### config.mk
export PLATFORM = sky130hd
export DESIGN_NAME = bcd_display_ctrl_flat
export DESIGN_NICKNAME = d
export VERILOG_FILES = /design/src/rtl/bcd_display_ctrl_pkg.sv /design/src/rtl/bcd_display_ctrl_if.sv /design/src/rtl/bcd_display_ctrl_seg7_decode.sv /design/src/rtl/bcd_display_ctrl.sv /design/src/flat_wrapper.sv
export SDC_FILE = /design/constraint.sdc
export NUM_CORES = 1
export LEC_CHECK = 0
export CORE_MARGIN = 2
export CORE_UTILIZATION = 50
export DETAILED_ROUTE_END_ITERATION = 10
export DONT_BUFFER_PORTS = 1
export GPL_TIMING_DRIVEN = 0
export HOLD_SLACK_MARGIN = 0.06
export PLACE_DENSITY = 0.62
export SYNTH_ARGS = -nofsm -noshare
export SYNTH_HDL_FRONTEND = slang
export SYNTH_SLANG_ARGS = --single-unit
### constraint.sdc
create_clock -name clk -period 5.12 [get_ports clk]
set_input_delay 0 -clock clk [delete_from_list [all_inputs] [get_ports clk]]
set_output_delay 0 -clock clk [all_outputs]
set_load 0.02 [all_outputs]
### src/rtl/bcd_display_ctrl_pkg.sv
// Shared types and constants for the seven-segment display controller.
// Holds the FSM states, active-low segment codes {g,f,e,d,c,b,a} and the double-dabble digit adjust.
package display_pkg;

    typedef enum logic [1:0] {
        ST_IDLE    = 2'd0,
        ST_CONVERT = 2'd1,
        ST_UPDATE  = 2'd2
    } state_t;

    localparam int NUM_DIGITS = 8;
    localparam int BCD_W      = 40;

    localparam logic [6:0] SEG_0     = 7'h40;
    localparam logic [6:0] SEG_1     = 7'h79;
    localparam logic [6:0] SEG_2     = 7'h24;
    localparam logic [6:0] SEG_3     = 7'h30;
    localparam logic [6:0] SEG_4     = 7'h19;
    localparam logic [6:0] SEG_5     = 7'h12;
    localparam logic [6:0] SEG_6     = 7'h02;
    localparam logic [6:0] SEG_7     = 7'h78;
    localparam logic [6:0] SEG_8     = 7'h00;
    localparam logic [6:0] SEG_9     = 7'h10;
    localparam logic [6:0] SEG_A     = 7'h08;
    localparam logic [6:0] SEG_B     = 7'h03;
    localparam logic [6:0] SEG_C     = 7'h46;
    localparam logic [6:0] SEG_D     = 7'h21;
    localparam logic [6:0] SEG_E     = 7'h06;
    localparam logic [6:0] SEG_F     = 7'h0E;
    localparam logic [6:0] SEG_BLANK = 7'h7F;

    // Pre-shift correction so a digit of 5..9 carries correctly after doubling.
    function automatic logic [3:0] dd_add3(input logic [3:0] i_dig);
        return (i_dig >= 4'd5) ? (i_dig + 4'd3) : i_dig;
    endfunction

endpackage

### src/rtl/bcd_display_ctrl_if.sv
// Write port carrying one display value per valid/ready handshake.
// Producer holds valid, data and mode until ready is seen high at a rising edge.
interface bcd_display_ctrl_if #(
    parameter int IN_W = 32
) ();
    logic            wr_valid;
    logic [IN_W-1:0] wr_data;
    logic            wr_hex;
    logic            wr_ready;

    modport master (output wr_valid, output wr_data, output wr_hex, input wr_ready);
    modport slave  (input wr_valid, input wr_data, input wr_hex, output wr_ready);
endinterface

### src/rtl/bcd_display_ctrl_seg7_decode.sv
// Nibble to active-low seven-segment code; purely combinational, zero latency, no flow control.
module seg7_decode
    import display_pkg::*;
(
    input  logic [3:0] i_nib,
    output logic [6:0] o_seg
);
    always_comb begin
        o_seg = SEG_BLANK;
        case (i_nib)
            4'h0: o_seg = SEG_0;
            4'h1: o_seg = SEG_1;
            4'h2: o_seg = SEG_2;
            4'h3: o_seg = SEG_3;
            4'h4: o_seg = SEG_4;
            4'h5: o_seg = SEG_5;
            4'h6: o_seg = SEG_6;
            4'h7: o_seg = SEG_7;
            4'h8: o_seg = SEG_8;
            4'h9: o_seg = SEG_9;
            4'hA: o_seg = SEG_A;
            4'hB: o_seg = SEG_B;
            4'hC: o_seg = SEG_C;
            4'hD: o_seg = SEG_D;
            4'hE: o_seg = SEG_E;
            4'hF: o_seg = SEG_F;
            default: o_seg = SEG_BLANK;
        endcase
    end
endmodule

### src/rtl/bcd_display_ctrl.sv
// Accepts a value, converts it to BCD (IN_W+2 cycles) or passes hex nibbles (2 cycles), then latches HEX0..HEX7.
// wr_ready is high only in IDLE; writes offered while busy are simply not accepted.
module bcd_display_ctrl
    import display_pkg::*;
#(
    parameter int IN_W     = 32,
    parameter bit BLANK_LZ = 1'b1
) (
    input  logic                clk,
    input  logic                rst_n,
    bcd_display_ctrl_if.slave   wr,
    output logic                upd_done,
    output logic [6:0]          HEX0,
    output logic [6:0]          HEX1,
    output logic [6:0]          HEX2,
    output logic [6:0]          HEX3,
    output logic [6:0]          HEX4,
    output logic [6:0]          HEX5,
    output logic [6:0]          HEX6,
    output logic [6:0]          HEX7
);
    localparam int CNT_W = (IN_W > 1) ? $clog2(IN_W) : 1;
    localparam int NBCD  = BCD_W / 4;

    state_t             r_state;
    state_t             w_next_state;
    logic [IN_W-1:0]    r_shift;
    logic [BCD_W-1:0]   r_bcd;
    logic [CNT_W-1:0]   r_cnt;
    logic               r_hex_mode;
    logic               r_upd_done;
    logic [6:0]         r_seg [NUM_DIGITS];

    logic               w_accept;
    logic               w_last;
    logic [BCD_W-1:0]   w_bcd_adj;
    logic [6:0]         w_seg [NUM_DIGITS];
    logic [NUM_DIGITS-1:0] w_blank;
    logic               w_zero_run;

    assign wr.wr_ready = (r_state == ST_IDLE);
    assign w_accept    = wr.wr_valid && (r_state == ST_IDLE);
    assign w_last      = (r_cnt == CNT_W'(IN_W - 1));

    always_ff @(posedge clk or negedge rst_n) begin
        if (!rst_n) r_state <= ST_IDLE;
        else        r_state <= w_next_state;
    end

    always_comb begin
        w_next_state = r_state;
        case (r_state)
            ST_IDLE:    if (wr.wr_valid) w_next_state = wr.wr_hex ? ST_UPDATE : ST_CONVERT;
            ST_CONVERT: if (w_last)      w_next_state = ST_UPDATE;
            ST_UPDATE:                   w_next_state = ST_IDLE;
            default:                     w_next_state = ST_IDLE;
        endcase
    end

    always_comb begin
        w_bcd_adj = '0;
        for (int d = 0; d < NBCD; d++) begin
            w_bcd_adj[4*d +: 4] = dd_add3(r_bcd[4*d +: 4]);
        end
    end

    // A digit is blank when it and every displayed digit above it is zero.
    always_comb begin
        w_blank    = '0;
        w_zero_run = 1'b1;
        for (int d = NUM_DIGITS - 1; d >= 1; d--) begin
            w_zero_run = w_zero_run && (r_bcd[4*d +: 4] == 4'd0);
            w_blank[d] = BLANK_LZ && !r_hex_mode && w_zero_run;
        end
    end

    genvar g;
    generate
        for (g = 0; g < NUM_DIGITS; g++) begin : g_dec
            seg7_decode u_dec (
                .i_nib (r_bcd[4*g +: 4]),
                .o_seg (w_seg[g])
            );
        end
    endgenerate

    // Hex values are parked in the low BCD digits so UPDATE decodes one register either way.
    always_ff @(posedge clk or negedge rst_n) begin
        if (!rst_n) begin
            r_shift    <= '0;
            r_bcd      <= '0;
            r_cnt      <= '0;
            r_hex_mode <= 1'b0;
            r_upd_done <= 1'b0;
            for (int d = 0; d < NUM_DIGITS; d++) r_seg[d] <= SEG_BLANK;
        end else begin
            r_upd_done <= (r_state == ST_UPDATE);
            case (r_state)
                ST_IDLE: begin
                    if (w_accept) begin
                        r_hex_mode <= wr.wr_hex;
                        r_cnt      <= '0;
                        if (wr.wr_hex) begin
                            r_bcd <= BCD_W'(wr.wr_data);
                        end else begin
                            r_shift <= wr.wr_data;
                            r_bcd   <= '0;
                        end
                    end
                end
                ST_CONVERT: begin
                    {r_bcd, r_shift} <= {w_bcd_adj[BCD_W-2:0], r_shift, 1'b0};
                    r_cnt            <= r_cnt + 1'b1;
                end
                ST_UPDATE: begin
                    for (int d = 0; d < NUM_DIGITS; d++) begin
                        r_seg[d] <= w_blank[d] ? SEG_BLANK : w_seg[d];
                    end
                end
                default: ;
            endcase
        end
    end

    assign upd_done = r_upd_done;
    assign HEX0 = r_seg[0];
    assign HEX1 = r_seg[1];
    assign HEX2 = r_seg[2];
    assign HEX3 = r_seg[3];
    assign HEX4 = r_seg[4];
    assign HEX5 = r_seg[5];
    assign HEX6 = r_seg[6];
    assign HEX7 = r_seg[7];
endmodule

### src/flat_wrapper.sv
// flat-port wrapper written by rule: the top's interface ports become plain ports
module bcd_display_ctrl_flat import display_pkg::*;
#(
    parameter int IN_W     = 32,
    parameter bit BLANK_LZ = 1'b1
)
  (clk, rst_n, upd_done, HEX0, HEX1, HEX2, HEX3, HEX4, HEX5, HEX6, HEX7, wr_wr_valid, wr_wr_data, wr_wr_hex, wr_wr_ready);
  bcd_display_ctrl_if #(.IN_W(IN_W)) wr_i ();
  input  logic clk;
  input  logic rst_n;
  output logic upd_done;
  output logic [6:0] HEX0;
  output logic [6:0] HEX1;
  output logic [6:0] HEX2;
  output logic [6:0] HEX3;
  output logic [6:0] HEX4;
  output logic [6:0] HEX5;
  output logic [6:0] HEX6;
  output logic [6:0] HEX7;
  input wire logic [$bits(wr_i.wr_valid)-1:0] wr_wr_valid;
  input wire logic [$bits(wr_i.wr_data)-1:0] wr_wr_data;
  input wire logic [$bits(wr_i.wr_hex)-1:0] wr_wr_hex;
  output wire logic [$bits(wr_i.wr_ready)-1:0] wr_wr_ready;
  assign wr_i.wr_valid = wr_wr_valid;
  assign wr_i.wr_data = wr_wr_data;
  assign wr_i.wr_hex = wr_wr_hex;
  assign wr_wr_ready = wr_i.wr_ready;
  bcd_display_ctrl #(.IN_W(IN_W), .BLANK_LZ(BLANK_LZ)) u_core (.clk(clk), .rst_n(rst_n), .wr(wr_i), .upd_done(upd_done), .HEX0(HEX0), .HEX1(HEX1), .HEX2(HEX2), .HEX3(HEX3), .HEX4(HEX4), .HEX5(HEX5), .HEX6(HEX6), .HEX7(HEX7));
endmodule
## Word level (Yosys, flattened, before mapping)

Memory sizes are Yosys's and may differ from the RTL's. A register that Yosys moved wholly into a read port is not among the register bits.
Index checks and enable logic that the tools add are counted.

| storage, ports and cells | value |
|---|---|
| logic and storage cells | 107 |
| ROM bits | 896 |
| output and inout bits | 58 |
| input port bits | 36 |
| memories kept | 8 |
| register bits after elaboration | 130 |

| operators by class | value |
|---|---|
| add/sub/neg operators | 11 |
| reduce and logical (&&, ||, !) cells | 29 |
| order comparisons | 10 |
| multiplexer cells | 29 |
| eq/ne operators | 7 |

Memories:

| memory | depth | bits a word | read ports | clocked after memory_dff | write ports | RTL line | RTL |
|---|---|---|---|---|---|---|---|
| (no name shown) | 16 | 7 | 1 | 1 | 0 | bcd_display_ctrl_seg7_decode.sv:10 | `case (i_nib)` |
| (no name shown) | 16 | 7 | 1 | 0 | 0 | bcd_display_ctrl_seg7_decode.sv:10 |  |
| (no name shown) | 16 | 7 | 1 | 0 | 0 | bcd_display_ctrl_seg7_decode.sv:10 |  |
| (no name shown) | 16 | 7 | 1 | 0 | 0 | bcd_display_ctrl_seg7_decode.sv:10 |  |
| (no name shown) | 16 | 7 | 1 | 0 | 0 | bcd_display_ctrl_seg7_decode.sv:10 |  |
| (no name shown) | 16 | 7 | 1 | 0 | 0 | bcd_display_ctrl_seg7_decode.sv:10 |  |
| +2 memories | -- | -- | -- | -- | -- | -- |  |

Operator list:

| kind | number |
|---|---|
| two-way mux 32 bit | 3 |
| case mux 40 bit (2 select lines) | 1 |
| case mux 32 bit (2 select lines) | 1 |
| two-way mux 7 bit | 7 |
| >= comparator 4 x 3 -> 1 bit (second input constant) | 10 |
| two-way mux 40 bit | 1 |
| adder 4 x 2 -> 4 bit (second input constant) | 9 |
| two-way mux 4 bit | 9 |
| logical NOT 4 bit | 7 |
| logical AND 1 bit | 14 |
| case mux 5 bit (2 select lines) | 1 |
| two-way mux 2 bit | 3 |
| AND reduction 2 bit | 3 |
| adder 5 x 1 -> 5 bit (second input constant) | 1 |
| == test 5 bit (second input constant) | 1 |
| two-way mux 5 bit | 1 |
| != test 2 x 1 -> 1 bit (second input constant) | 2 |
| != test 2 bit (second input constant) | 2 |
| case mux 2 bit (2 select lines) | 1 |
| adder 3 x 2 -> 3 bit (second input constant) | 1 |
| two-way mux 3 bit | 1 |
| AND reduction 3 bit | 1 |
| == test 2 x 1 -> 1 bit (second input constant) | 1 |
| == test 2 bit (second input constant) | 1 |
| 3 further kinds | 4 |

## Depth between registers and ports, before layout

Gate-level depths: netlist of run 1.

| logic depth | value |
|---|---|
| word-level depth | 9 |
| gate-level depth with buffers | 7 |
| mapped depth without buffers | 6 |

## By module

From an unflattened synthesis of run 1, not the netlist that was laid out.

| unflattened totals | value |
|---|---|
| cells, all modules | 896 |
| area, all modules | 8685.8 µm² |

By module, submodules not included:

| module | sequential area each (µm²) | area each (µm²) | cells an instance | instances |
|---|---|---|---|---|
| bcd_display_ctrl | 3298.2 | 6483.7 | 640 | 1 |
| seg7_decode | 0.0 | 275.3 | 32 | 8 |

## Worst setup path before layout of run 1

Ideal clock, no wire load.

| timing | value |
|---|---|
| path type | register -> register |
| start | reg u_core.r_bcd[28] |
| end | reg u_core.r_seg (netlist bit u_core.HEX1[1]) |
| clock period less this slack | 2.202 ns |
| setup time | 0.076 ns |
| stages on the path, launching flop included | 8 |
| arrival | 2.126 ns |
| data required time | 5.044 ns |
| slack | 2.918 ns |
| path buffers | 1 |
| cell sequence | dfrtp_1 inv_1 ha_1 nor4b_4 nand4_2 or4_4 buf_6 a31oi_2 |

| on the way | value |
|---|---|
| longest elaborated chain between the ends | 9 |

Ends and longest elaborated chain:

| item | RTL line | RTL |
|---|---|---|
| start: declaration | bcd_display_ctrl.sv:28 | `logic [BCD_W-1:0] r_bcd;` |
| start signal: assignment | bcd_display_ctrl.sv:104 | `r_bcd <= BCD_W'(wr.wr_data);` |
| start signal: assignment | bcd_display_ctrl.sv:112 | `{r_bcd, r_shift} <= {w_bcd_adj[BCD_W-2:0], r_shift, 1'b0};` |
| logical NOT 4 bit | bcd_display_ctrl.sv:72 | `w_zero_run = w_zero_run && (r_bcd[4*d +: 4] == 4'd0);` |
| logical AND 1 bit (6 in a row) | bcd_display_ctrl.sv:72 |  |
| logical AND 1 bit | bcd_display_ctrl.sv:73 | `w_blank[d] = BLANK_LZ && !r_hex_mode && w_zero_run;` |
| two-way mux 7 bit | bcd_display_ctrl.sv:117 | `r_seg[d] <= w_blank[d] ? SEG_BLANK : w_seg[d];` |
| end signal: indexed assignment | bcd_display_ctrl.sv:117 |  |
| end: declaration | bcd_display_ctrl.sv:32 | `logic [6:0] r_seg [NUM_DIGITS];` |

Every way passes these cells.
A chain may end at the register's enable or synchronous reset.

## Worst setup path in the final report of run 1

| timing | value |
|---|---|
| start | reg u_core.r_bcd[20] |
| end | reg u_core.r_seg (netlist bit u_core.HEX1[1]) |

| on the way | value |
|---|---|
| longest elaborated chain between the ends | 8 |

Ends and longest elaborated chain:

| item | RTL line |
|---|---|
| logical NOT 4 bit | bcd_display_ctrl.sv:72 |
| logical AND 1 bit (5 in a row) | bcd_display_ctrl.sv:72 |
| logical AND 1 bit | bcd_display_ctrl.sv:73 |
| two-way mux 7 bit | bcd_display_ctrl.sv:117 |

Every way passes these cells.

==> out/metrics.yaml, run 1 <==
run_status:
  status: "finished, final reports clean"
timing:
  setup_slack_ns: 2.26
  relSlewSlack_pct: 49.4
  rsz0062_at_grt: "false"
  min_period_ns: 2.86
  setup_viol: 0
  fmax_ghz: 0.350
  finalHoldViolCount: 0
  timing.setup.tns_ns: 0
  drv_slew: 0
  fin_worst_skew_ns: 0.0121
  worstMarginPinSlew_ns: 0.759
  period_share_pct: 55.8
clocking:
  cts_tree: "built"
  cts_resized: 0
  clk_path_buf_depth: 2
  h-tree-depth: 4
  clock-sinks: 129
  insertion_delay_ns: 0.43
  clk_transition_reported_paths_ns: 0.06
  clockRootBuffer: "clkbuf_16"
  cts_made_buffers: 17
pwr:
  p_per_area_nw_per_um2: 742
  p_leak_nw: 3.82
  ir_drop_mv: 0.353
detailed_routing:
  vias_per_cell: 5.83
  post_drt_wl_per_cell_microns: 18.9
  num_vias: 6819
  wirelength_microns: 22100
  drc: 0
  first_pass_iters: 5
  ant_nets: 0
  drt-initial-drc-count: 552
synthesis:
  yosys.cell_count.top_type: "o21ai_0"
  yosys.area_share.simple_pct: 14.4
  synth_top_cell_by_area: "dfrtp_1"
  synth_nets: 972
  muxShareOfSynthArea_pct: 6.54
  postSynthCellCount: 886
  yosys_warnings: 0
  ys_seq_elements: 129
  synth_compound_area_share_pct: 23.6
  yosys_most_used_dff: "dfrtp_1"
  synth_cell_type_count: 48
  ys_seq_area_share_pct: 41.6
  synthAdderAreaFrac_pct: 7.89
  async_reset_ff_share_pct: 100
  yosysTopAreaCellShare_pct: 23.0
  syn_area_per_cell_sq_um: 8.95
  synth_top_family_by_area: "compound AO/OA/AOI/OAI gates"
  synthTopCellsByArea: "dfrtp_1 23%, dfstp_2 19%, ha_1 7.9%"
  synthXorXnorAreaFrac_pct: 0.884
  synthTopCellsByCount: "115 x o21ai_0, 100 x nand2_1, 73 x dfrtp_1, 66 x a21oi_1, 65 x nor2_1"
  synth_edf_count: 0
  netlist_area_sq_um: 7930
floorplan:
  rows: 46
  die_h_microns: 130
  die-area_sq_um: 16900
  start_util_pct: 50.4
  fp.dieW_microns: 130
  core-area_sq_um: 15700
  ios: 94
grt:
  grt.overflow.total: 0
  track_usage_pct: 27.0
  grt_pass1_wl_microns: 35300
  grt_max_degree: 130
  antenna_found_initial: 0
  grt_pass1_vias: 6651
run:
  timing.max_cap.violations: 0
critical_path:
  path_delay_family: "simple AND/OR/NAND/NOR gates"
  worstPathMaxFanout: 8
  crit_arrival_ns: 3.21
  required_ns: 5.47
  path_buf_inv: 2
  cp_slowest_cell: "nor3b_1"
  r2r_slack_ns: 2.26
  cp-start-kind: "flip-flop"
  slowest_delay_ns: 0.64
  cp_cell_sequence: "inv_1 > ha_1 > nor3b_1 > nand4_2 > or4_4 > buf_6 > a31oi_2"
  end_kind: "flip-flop"
  path_class: "reg2reg"
place:
  placed_cell_area_sq_um: 8200
  post-place-ws_ns: 2.35
  gp_congestion: 0.892
  dp_hpwl_microns: 15600
  numPortBuffers: 0
  dp.cells: 1102
layout:
  area_delta_synth_final_pct: 15.8
  fill_cells: 1394
  design_area_sq_um: 9180
  layout.nets: 1026
  drive_gt1_share_pct: 11.5
  stdcell_count: 1169
  finish.utilization_pct: 58.4
  n_antenna_cell: 0
hold_path:
  hp-class: "in2async"
[cells by family after synthesis]
| family | after synthesis |
|---|---|
| multiplexers | 50 |
| XOR/XNOR | 8 |
| AND/OR/NAND/NOR | 248 |
| adder cells (fa/ha/maj) | 50 |
| buffers and inverters | 102 |
| AO/OA/AOI/OAI | 299 |
| flip-flops | 129 |
[area by class of cell]
class | count | area (sq um) | area share, %
Sequential cell | 129 | 3300 | 35.9
Inverter | 29 | 109 | 1.19
Clock inverter | 13 | 159 | 1.73
Timing Repair Buffer | 35 | 368 | 4.01
Clock buffer | 19 | 453 | 4.94
Tap cell | 216 | 270 | 2.95
Buffer | 73 | 293 | 3.19
Multi-Input combinational cell | 655 | 4230 | 46.1
[per-layer routing]
layer / vias up / global-route usage [%] / share of wire (%)
li1: 3253 / - / -
met1: 3277 / 37.2 / 46
met2: 246 / 41.6 / 45
met3: 43 / 5.82 / 6.3
met4: 0 / 10.7 / 2.4
met5: - / 0 / 0
[state kept, by name (all words and copies together) (netlist names), 5 cells and up]
name / count
u_core.r_cnt: 5
u_core.HEX2: 7
u_core.r_shift: 32
u_core.HEX5: 7
u_core.HEX3: 7
u_core.HEX7: 7
u_core.HEX1: 7
u_core.r_bcd: 32
u_core.HEX6: 7
u_core.HEX4: 7
u_core.HEX0: 7
[power by group]
part | total, W | switching [W] | internal (W)
clock network | 0.00126 | 0.000468 | 0.000788
registers | 0.00235 | 0.000664 | 0.00169
logic | 0.00319 | 0.00196 | 0.00123
total | 0.00680 | 0.00309 | 0.00371
[path summary, 6_finish.rpt]
check / start / end / cells past startpoint
max in group asynchronous: rst_n / u_core.r_bcd[24] / 2
worst min register to register: u_core.r_shift[2] / u_core.r_shift[2] / 2
worst max-delay path: u_core.r_bcd[20] / u_core.HEX1[1] / 7
worst max register to register: u_core.r_bcd[20] / u_core.HEX1[1] / 7
min in group clk: wr_wr_hex / u_core.r_bcd[26] / 4
worst min-delay path: rst_n / u_core.r_bcd[31] / 2
[through the flow]
| step | hold slack [ns] | power, W |
|---|---|---|
| after floorplan | -0.296 | 0.00465 |
| after detailed placement | -0.289 | 0.00546 |
| after CTS | 0.174 | 0.00679 |
| after global routing | 0.217 | 0.00731 |
| final | 0.205 | 0.00680 |
| after global placement | -0.289 | 0.00535 |
[cell usage in the layout (no fill, tap or decap), drive strengths merged, types with 4 or more instances in the layout]
cell / netlist / final
nor3b: 11 / 11
o22a: 21 / 21
clkinvlp: 0 / 5
nand2b: 19 / 19
ha: 50 / 50
dfrtp: 73 / 73
xnor2: 8 / 8
dlygate4sd3: 0 / 34
nand3: 18 / 18
nor2b: 8 / 8
a32oi: 6 / 6
a22o: 4 / 4
buf: 14 / 15
clkinv: 0 / 4
a221oi: 4 / 4
o31ai: 7 / 7
nand2: 100 / 100
dfstp: 56 / 56
a21o: 18 / 18
nor3: 18 / 18
a211oi: 12 / 12
a31oi: 28 / 28
mux2: 4 / 4
o21ai: 116 / 116
a211o: 6 / 6
a21oi: 66 / 66
mux2i: 45 / 45
clkbuf: 59 / 78
nor2: 65 / 65
inv: 29 / 30
o211ai: 4 / 4
[worst reg2reg max path, delay by kind of cell, from the launching register on]
family / cells / cell delay, ns
flip-flops: 1 / 0.49
adder cells (fa/ha/maj): 1 / 0.23
AND/OR/NAND/NOR: 3 / 1.59
buffers and inverters: 2 / 0.32
AO/OA/AOI/OAI: 1 / 0.16
[timing repair]
action / in CTS / in global routing
endpoints found under the setup margin: 0 / 0
hold buffers: 35 / 0
buffers inserted: 0 / 0
hold endpoints to repair: 195 / 0
Note: power is estimated with default switching activity, not from simulation.
==> run 2: changes to the inputs <==
--- a/config.mk
+++ b/config.mk
@@ -5,13 +5,14 @@
 export SDC_FILE = /design/constraint.sdc
 export NUM_CORES = 1
 export LEC_CHECK = 0
+export ABC_AREA = 1
 export CORE_MARGIN = 2
 export CORE_UTILIZATION = 50
 export DETAILED_ROUTE_END_ITERATION = 10
 export DONT_BUFFER_PORTS = 1
 export GPL_TIMING_DRIVEN = 0
 export HOLD_SLACK_MARGIN = 0.06
-export PLACE_DENSITY = 0.62
+export PLACE_DENSITY = 0.65
 export SYNTH_ARGS = -nofsm -noshare
 export SYNTH_HDL_FRONTEND = slang
 export SYNTH_SLANG_ARGS = --single-unit
==> constraint.sdc (replaced) <==
create_clock -name clk -period 2.56 [get_ports clk]
set_input_delay 0 -clock clk [delete_from_list [all_inputs] [get_ports clk]]
set_output_delay 0 -clock clk [all_outputs]
set_load 0.02 [all_outputs]
==> out/metrics.yaml, run 2 <==
detailed_routing:
  drc: 0
  num_vias: 7363
  wirelength_microns: 22500
  drt-initial-drc-count: 666
  first_pass_iters: 5
  ant_nets: 0
  vias_per_cell: 5.58
  post_drt_wl_per_cell_microns: 17.0
layout:
  drive_gt1_share_pct: 11.6
  final_cell_mix: "225 x nand2_1, 106 x nor2_1, 91 x nand3_1"
  design_area_sq_um: 9110
  fill_cells: 1436
  n_antenna_cell: 0
  top_regs: "u_core.r_bcd: 32 flops, u_core.r_shift: 32 flops"
  final_common_cell: "nand2_1"
  layout.nets: 1177
  area_delta_synth_final_pct: 14.9
clocking:
  clock-sinks: 129
  clk_path_buf_depth: 2
  clk_transition_reported_paths_ns: 0.06
  clockRootBuffer: "clkbuf_16"
  post_cts_buffers: 0
  insertion_delay_ns: 0.42
  cts_resized: 0
  cts_tree: "built"
  ctsHoldBuffers: 33
  h-tree-depth: 4
  cts_made_buffers: 17
critical_path:
  end_kind: "flip-flop"
  r2r_cells: 8
  path_class: "reg2reg"
  slowest_delay_ns: 0.42
  cp-start-kind: "flip-flop"
  cp_slowest_cell: "dfrtp_1"
  cp.depth: 8
  path_buf_inv: 1
  path_delay_family: "simple AND/OR/NAND/NOR gates"
  cp_cell_sequence: "inv_1 > ha_1 > nand2_1 > nor2_1 > nand2_1 > nor2_1 > nand4_2 > a21oi_1"
  required_ns: 2.90
  crit_arrival_ns: 2.68
  worstPathMaxFanout: 7
synthesis:
  async_reset_ff_share_pct: 100
  synth_top_cell_by_area: "dfrtp_1"
  postSynthCellCount: 1039
  ys_seq_area_share_pct: 41.6
  synthTopCellsByCount: "225 x nand2_1, 106 x nor2_1, 91 x nand3_1, 85 x a21oi_1, 76 x inv_1"
  synth_nets: 1125
  synthTopCellsByArea: "dfrtp_1 23%, dfstp_2 19%, nand2_1 11%"
  synth_cell_type_count: 39
  yosys_most_used_dff: "dfrtp_1"
  yosysTopAreaCellShare_pct: 23.0
  synth_edf_count: 0
  yosys_warnings: 0
  ys_seq_elements: 129
  yosys.cell_count.top_type: "nand2_1"
  syn_area_per_cell_sq_um: 7.63
  netlist_area_sq_um: 7930
run_status:
  status: "finished with violations"
  violations: "hold timing"
timing:
  relSlewSlack_pct: 45.1
  period_share_pct: 91.2
  min_period_ns: 2.34
  setup_viol: 0
  fin_hold_ws_ns: -0.710
  timing.setup.tns_ns: 0
  fmax_ghz: 0.428
  finalHoldViolCount: 129
  worstMarginPinSlew_ns: 0.824
  rsz0062_at_grt: "false"
  drv_slew: 0
  fin_worst_skew_ns: 0.00913
grt:
  grt_pass1_vias: 6815
  grt_max_degree: 130
  grt_pass1_wl_microns: 35500
  track_usage_pct: 27.2
  grt.overflow.total: 0
  antenna_found_initial: 0
hold_path:
  hp-class: "in2async"
place:
  placed_cell_area_sq_um: 8200
  numPortBuffers: 0
  gp_congestion: 0.913
  dp_hpwl_microns: 16100
floorplan:
  ios: 94
  fp.dieW_microns: 130
  core-area_sq_um: 15700
  die_h_microns: 130
  rows: 46
  start_util_pct: 50.5
  die-area_sq_um: 16900
pwr:
  ir_drop_mv: 0.655
  p_leak_nw: 4.06
  p_per_area_nw_per_um2: 1540
run:
  timing.max_cap.violations: 0
## run 2: routing by layer
metal	routed length, microns	up-vias	track usage [%]
met5	0	-	0
met4	546	0	9.80
met3	1490	37	5.37
met2	10200	238	42.8
met1	10300	3497	37.5
li1	-	3591	-
## run 2: layout make-up
class                           count  area (sq um)  area share (%)
Multi-Input combinational cell    767          4060            44.6
Tap cell                          216           270            2.97
Clock inverter                      4          20.0           0.220
Inverter                           86           325            3.57
Timing Repair Buffer               33           330            3.63
Sequential cell                   129          3300            36.2
Buffer                             57           244            2.68
Clock buffer                       28           559            6.14
## run 2: logic make-up after synthesis
kind of cell | after synthesis | share of synthesized area (%)
AOI/OAI and AO/OA | 264 | 19.3
xor gates and xnor gates | 3 | 0.331
adders and majority gates | 50 | 7.89
buffers and inverters | 143 | 7.18
DFF | 129 | 41.6
and+or+nand+nor | 450 | 23.7
## run 2: final timing paths
check | from | slack, ns | endpoint
max | u_core.r_bcd[28] | 0.22 | u_core.HEX1[1]
min | rst_n | -0.71 | u_core.r_bcd[31]
max reg2reg | u_core.r_bcd[28] | 0.22 | u_core.HEX1[1]
min reg2reg | u_core.r_shift[3] | 0.49 | u_core.r_shift[3]
max in group asynchronous | rst_n | 3.03 | u_core.HEX5[6]
min in group clk | wr_wr_hex | 0.09 | u_core.r_bcd[1]
## run 2: worst reg2reg max path, stage by stage (launching register included)
cell     delay (ns)
dfrtp_1        0.42
inv_1          0.21
ha_1           0.31
nand2_1        0.10
nor2_1         0.19
nand2_1        0.11
nor2_1         0.37
nand4_2        0.32
a21oi_1        0.24
## run 2: stage by stage
stage	setup slack, ns	utilization [%]	hold WS [ns]	cells	power, W
6_report	0.224	58.0	-0.710	1320	0.0141
4_1_cts	0.279	58.0	-0.734	1320	0.0140
2_1_floorplan	0.933	-	-0.296	1039	0.00975
3_5_place_dp	0.332	52.2	-0.287	1255	0.0116
5_1_grt	0.0902	58.0	-0.743	1320	0.0153
3_3_place_gp	0.339	52.2	-0.290	1255	0.0115
## run 2: power breakdown
| group | total [W] | internal, W | switching, W |
|---|---|---|---|
| logic | 0.00691 | 0.00241 | 0.00450 |
| clock network | 0.00236 | 0.00148 | 0.000881 |
| registers | 0.00481 | 0.00344 | 0.00136 |
